===== src/rtl/hazard_control_unit.sv =====
// rtl/hazard_control_unit.sv - load-use stall / branch flush control with saturating event counters
module hazard_control_unit #(
    parameter int REG_W        = 5,
    parameter int LOAD_LATENCY = 1,
    parameter int FLUSH_DEPTH  = 1,
    parameter int CNT_W        = 16
) (
    input  logic             clk,
    input  logic             reset,
    input  logic             Branch,
    input  logic             ID_EX_MemRead,
    input  logic [REG_W-1:0] ID_EX_Rt_Reg,
    input  logic [REG_W-1:0] IF_ID_Rs_Reg,
    input  logic [REG_W-1:0] IF_ID_Rt_Reg,
    input  logic             Cnt_Clear,
    output logic             Stall,
    output logic             Block_PC_Write,
    output logic             Block_IF_ID_Write,
    output logic             Flush,
    output logic [CNT_W-1:0] Stall_Events,
    output logic [CNT_W-1:0] Flush_Events
);

    typedef enum logic [1:0] {
        IDLE  = 2'd0,
        STALL = 2'd1,
        FLUSH = 2'd2
    } state_t;

    localparam logic [CNT_W-1:0] CNT_MAX = '1;
    localparam logic [1:0]       REM_INIT = 2'(LOAD_LATENCY - 1);

    state_t           state_q, state_d;
    logic [1:0]       remaining_q, remaining_d;
    logic [CNT_W-1:0] stall_cnt_q, stall_cnt_d;
    logic [CNT_W-1:0] flush_cnt_q, flush_cnt_d;

    logic hazard;
    logic stall_entry;
    logic flush_entry;

    // Register 0 is hardwired, so a load targeting it never creates a dependency.
    always_comb begin
        hazard = ID_EX_MemRead && (ID_EX_Rt_Reg != '0) &&
                 ((ID_EX_Rt_Reg == IF_ID_Rs_Reg) || (ID_EX_Rt_Reg == IF_ID_Rt_Reg));
    end

    // A branch coinciding with a hazard is dropped: ID is held and re-presents it later.
    always_comb begin
        stall_entry = (state_q == IDLE) && hazard;
        flush_entry = (state_q == IDLE) && !hazard && Branch;
    end

    always_comb begin
        state_d     = state_q;
        remaining_d = remaining_q;
        case (state_q)
            IDLE: begin
                if (hazard) begin
                    if (LOAD_LATENCY > 1) begin
                        state_d     = STALL;
                        remaining_d = REM_INIT;
                    end
                end else if (Branch && (FLUSH_DEPTH == 2)) begin
                    state_d = FLUSH;
                end
            end
            STALL: begin
                if (remaining_q == 2'd1) begin
                    state_d     = IDLE;
                    remaining_d = 2'd0;
                end else begin
                    remaining_d = remaining_q - 2'd1;
                end
            end
            FLUSH: begin
                state_d = IDLE;
            end
            default: begin
                state_d     = IDLE;
                remaining_d = 2'd0;
            end
        endcase
    end

    always_comb begin
        stall_cnt_d = stall_cnt_q;
        flush_cnt_d = flush_cnt_q;
        if (Cnt_Clear) begin
            stall_cnt_d = '0;
            flush_cnt_d = '0;
        end else begin
            if (stall_entry && (stall_cnt_q != CNT_MAX)) begin
                stall_cnt_d = stall_cnt_q + 1'b1;
            end
            if (flush_entry && (flush_cnt_q != CNT_MAX)) begin
                flush_cnt_d = flush_cnt_q + 1'b1;
            end
        end
    end

    always_ff @(posedge clk or negedge reset) begin
        if (!reset) begin
            state_q     <= IDLE;
            remaining_q <= 2'd0;
            stall_cnt_q <= '0;
            flush_cnt_q <= '0;
        end else begin
            state_q     <= state_d;
            remaining_q <= remaining_d;
            stall_cnt_q <= stall_cnt_d;
            flush_cnt_q <= flush_cnt_d;
        end
    end

    always_comb begin
        Stall             = (state_q == STALL) || stall_entry;
        Block_PC_Write    = Stall;
        Block_IF_ID_Write = Stall;
        Flush             = (state_q == FLUSH) || flush_entry;
        Stall_Events      = stall_cnt_q;
        Flush_Events      = flush_cnt_q;
    end

endmodule


===== config.mk =====
export PLATFORM = sky130hd
export DESIGN_NAME = hazard_control_unit
export DESIGN_NICKNAME = d
export VERILOG_FILES = /design/src/rtl/hazard_control_unit.sv
export SDC_FILE = /design/constraint.sdc
export NUM_CORES = 1
export LEC_CHECK = 0
export BUFFER_PORTS_ARGS = -buffer_cell sky130_fd_sc_hd__buf_4
export CORE_MARGIN = 1
export CORE_UTILIZATION = 51
export CTS_CLUSTER_DIAMETER = 60
export DETAILED_ROUTE_END_ITERATION = 10
export PLACE_DENSITY = 0.78
export SLEW_MARGIN = 20
export SYNTH_ARGS = -nofsm -noshare
export SYNTH_HDL_FRONTEND = slang
export SYNTH_SLANG_ARGS = --single-unit

===== constraint.sdc =====
create_clock -name clk -period 3.7 [get_ports clk]
set_clock_uncertainty 0.1 [all_clocks]
set_input_delay 0 -clock clk [delete_from_list [all_inputs] [get_ports clk]]
set_output_delay 0 -clock clk [all_outputs]
set_load 0.03 [all_outputs]

Yosys cells after proc, flatten, opt, wreduce, memory -nomap -nowiden --
Index checks and enable logic that the tools add are counted.
Storage, ports and cells: input port bits 20, bits in registers 36, logic and storage cells 41, output and inout bits 36
Cells by class: add/sub/neg operators 3, mux-type cells 8, bitwise gates (word level) 1, equality and inequality tests 8, reductions and logical operators 17
Operators by type and width (number):
- two-way mux 16 bit | 4
- adder 16 x 1 -> 16 bit, second input constant | 2
- inequality test 16 bit, second input constant | 2
- equality test 5 bit | 2
- one-hot mux 2 bit (2 select lines) | 2
- logical AND 1 bit | 7
- nonzero test 5 bit | 1
- equality test 2 x 1 -> 1 bit, second input constant | 2
- two-way mux 2 bit | 2
- nonzero test 2 bit | 2
- logical OR 1 bit | 3
- equality test 2 bit, second input constant | 1
- zero test 2 bit | 1
- inequality test 2 bit, second input constant | 1
- AND reduction 2 bit | 1
- OR reduction 2 bit | 1
- subtractor 2 x 1 -> 2 bit, second input constant | 1
- zero test 1 bit | 1
- inverter 1 bit | 1

Logic depth before layout (Yosys ltp) --
word-level depth 9, gate-level depth with buffers 9, depth with buffers taken out 7

Least setup slack after synthesis --
Ideal clock, no wire load.
kind register -> register, from reg stall_cnt_q[0], in the netlist Stall_Events[0], to reg stall_cnt_q[7], in the netlist Stall_Events[7], arrival time 1989 ps, slack 1534 ps, required time 3522 ps, cell stages (with the launch flop) 9, clock period less this slack 2166 ps, cells stage by stage dfrtp_1 ha_1 nand4_1 nor2_1 and2_1 buf_2 nor2_2 or4b_1 a21oi_1
Between the ends: cells in the longest elaborated chain, start to end 3, elaborated cells between the ends (all ways) 6
RTL lines:
- from (decl) | line 35 | logic [CNT_W-1:0] stall_cnt_q, stall_cnt_d;
- from (signal assigned) | line 111 | stall_cnt_q <= stall_cnt_d;
- adder 16 x 1 -> 16 bit / inequality test 16 bit (equally long branches) | line 94, 93
- two-way mux 16 bit / logical AND 1 bit (equally long branches) | line 93 | if (stall_entry && (stall_cnt_q != CNT_MAX)) begin
- two-way mux 16 bit / nonzero test 2 bit (equally long branches)
Parallel ways exist; a longest one is shown, timed or not. The select of a mux whose other input is x is not followed. A chain may end at the register's enable or synchronous reset.

Worst setup path after layout --
from reg stall_cnt_q[5], in the netlist Stall_Events[5], to reg stall_cnt_q[11], in the netlist Stall_Events[11]
Same word-level chain as after synthesis.

==> metrics.md <==
| Metric | Value |
|---|---|
| Run status | `complete, no violations` |
| Slew HR | `0.618` |
| Depth of the worst register-to-register path | `6` |
| Data required time of the critical path | `3.81 ns` |
| Dominant cell type by area after synthesis | `dfrtp_1` |
| Total power | `around 0.72 mW` |
| Total die area | `~4300 um^2` |
| Number of enable flip-flop cells after synthesis | `0` |
| Met3 layer usage reported by global route | `0.0573` |
| Count of buffers from port buffering | `between 50 and 60` |
| Hold buffers post-CTS | `1` |
| Number of global-route vias before repair | `~1700` |
| Global router's overall resource usage | `0.234` |
| Nets@finish | `between 300 and 400` |
| CTS tree | `done` |
| CTS H-tree depth | `2` |
| RSZ-0062 raised after global routing | `no` |
| Design Area, Final | `approximately 2600 um^2` |
| Worst hold path depth | `3` |
| Slew Viols, Final | `0` |
| Power density relative to cell area | `between 200 and 300 nW/um^2` |
| Count of inserted antenna diode cells | `0` |
| Floorplan row count | `22` |
| Cts bufs inserted | `5` |
| Type of destination of the critical path | `flop` |
| Via Count | `just under 2000` |
| Placed Instance Area | `around 2500 um^2` |
| Clock period minus final worst setup slack | `2.43 ns` |
| Hold violation total from the final report | `0` |
| Relative area change from synthesis to final layout | `23.8%` |
| Y dimension of the die | `65.7 um` |
| Actual slew at the worst max-slew pin | `approximately 0.57 ns` |
| Type of the tightest min-delay check | `in2reg` |
| CP Max Fanout | `18` |
| TritonRoute pass-1 iters | `4` |
| GPL Wtd Cong | `about 0.78` |
| Total wire length | `~4600 um` |
| Sequential cell area fraction in the yosys report | `0.387` |
| Signal arrival time at the worst endpoint | `~2.5 ns` |
| Fill cell count | `325` |
| Wire per inst | `approximately 14 um` |
| Number of instances in the synthesized netlist | `230` |
| Setup violations, final | `0` |
| Period utilisation layout | `0.656` |
| Detailed router's first-iteration violation count | `around 180` |
| GR Layer Usage met2 | `0.384` |
| Storage element area | `801 um^2` |
| Postcts setup bufs | `0` |
| Total I/O pin count | `56` |
| Setup TNS Final | `0 ns` |
| Layer carrying the most global-route usage | `met2` |
| Reg2Reg Setup Slack | `about 1.3 ns` |
| Utilization after layout | `0.679` |
| Half-perimeter wire length after placement | `3190 um` |
| FFs w/ async S/R, synth | `1.00` |
| Core Box Area | `about 3800 um^2` |
| Synthesis warning total | `0` |
| Main flop type after synthesis | `dfrtp_1` |
| Post-synthesis sequential element count | `32` |
| Leakage power total | `about 1.1 nW` |
| Total area of multi-input combinational cells | `between 1000 and 1500 um^2` |
| Ranking of synthesized cells by area | `dfrtp_1 (39%), mux2_2 (5.4%), xnor2_1 (4.2%)` |
| Die outline width | `65.7 um` |
| Met1 capacity usage during global routing | `0.301` |
| Synthesized Nets | `~250` |
| Remaining number of nets flagged by the antenna check after routing | `0` |
| Wire length of the first global-routing pass | `~7700 um` |
| Cell area after synthesis | `around 2100 um^2` |
| Number of gates resized after CTS | `0` |
| Number of different library cells in the post-synthesis netlist | `45` |
| Clock Root Buffer | `clkbuf_8` |
| Vias per inst | `~5.9` |
| Average size of a mapped cell | `roughly 9 um^2` |
| Most frequent cells in the layout | `buf_4 (55), dfrtp_1 (32), nor2_1 (20)` |
| Initial Util | `0.548` |
| Pin count of the biggest net entering global routing | `45` |
| Number of max-cap violations | `0` |
| Insertion delay of the later-clocked pin in the worst-skew pair | `0.29 ns` |
| Layout cell share with drive strength beyond 1 | `0.289` |
| Worst-path clk slew | `around 0.070 ns` |
| Initial antenna violation count | `0` |
| Critical Setup Path Class | `reg2reg` |
| Top achievable clock speed | `roughly 410 MHz` |
| Number of DRC violations after detailed routing | `0` |
| Number of clock sinks | `32` |
| Yosys top cell area share | `0.387` |
| Critical path launch point type | `flop` |
| Minimum hold slack | `about 0.027 ns` |
| Residual overflow from global routing | `0` |
| Worst voltage drop across the vdd grid | `0.000196 V` |
| Deepest clock path buffer count | `2` |
| Most common cell after layout, fill and taps aside | `buf_4` |
power by group:
group | switching [mW] | internal (mW)
sequential | 0.00393 | 0.353
combinational | 0.0474 | 0.0356
clock | 0.131 | 0.152
area by class of cell:
cell class / instances / area share
repair buffers: 56 / 0.165
multi-input cells: 179 / 0.456
flip-flops and latches: 32 / 0.313
clock buffers: 8 / 0.0352
well taps: 48 / 0.0235
inverters: 5 / 0.00733
worst max-delay path, stage by stage, from the launching register on:
cell	delay, ns
dfrtp_1	0.44
nand4_1	0.24
nor3_2	0.44
and2_1	0.57
nor2_2	0.16
a31o_2	0.28
a21oi_1	0.12
Yosys cell counts (all sizes together) (5+ instances only):
cell type and count:
inv 5, o31ai 5, a21oi 15, nand2 19, mux2 11, nand3 12, clkbuf 5, buf 9
nor2 21, dfrtp 32, or4 6, o21ai 5, nor2b 11, nand4 12, nor3 10, xnor2 10
final timing paths:
path	from	to
max	Stall_Events[5]	Stall_Events[11]
max in group asynchronous	reset	Flush_Events[6]
max reg2reg	Stall_Events[5]	Stall_Events[11]
min reg2reg	Stall_Events[10]	Stall_Events[10]
min	Branch	Flush_Events[12]
min in group asynchronous	reset	Flush_Events[12]
per-layer routing:
layer / vias up / routed length (um)
met5: - / 0
met4: 0 / 57
met3: 6 / 290
met2: 67 / 2160
met1: 908 / 2120
li1: 943 / -
registers in the layout, summed over array words and instances (netlist names):
name	cells
Flush_Events	16
Stall_Events	16
cells by family after synthesis:
logic type | Yosys count | share of synthesized area
AO/OA/AOI/OAI | 41 | 0.132
XOR/XNOR | 10 | 0.0424
adder cells (fa/ha/maj) | 2 | 0.0121
buffers and inverters | 19 | 0.0484
flip-flops | 32 | 0.387
multiplexers | 12 | 0.0648
AND/OR/NAND/NOR | 114 | 0.313
per-stage QoR:
stage | setup WS [ns] | instances
5_1_grt | 1.09 | 328
2_1_floorplan | 1.53 | 230
3_5_place_dp | 1.27 | 319
4_1_cts | 1.28 | 328
3_3_place_gp | 1.31 | 319
6_report | 1.27 | 328
Note: power is estimated with default switching activity, not from simulation.
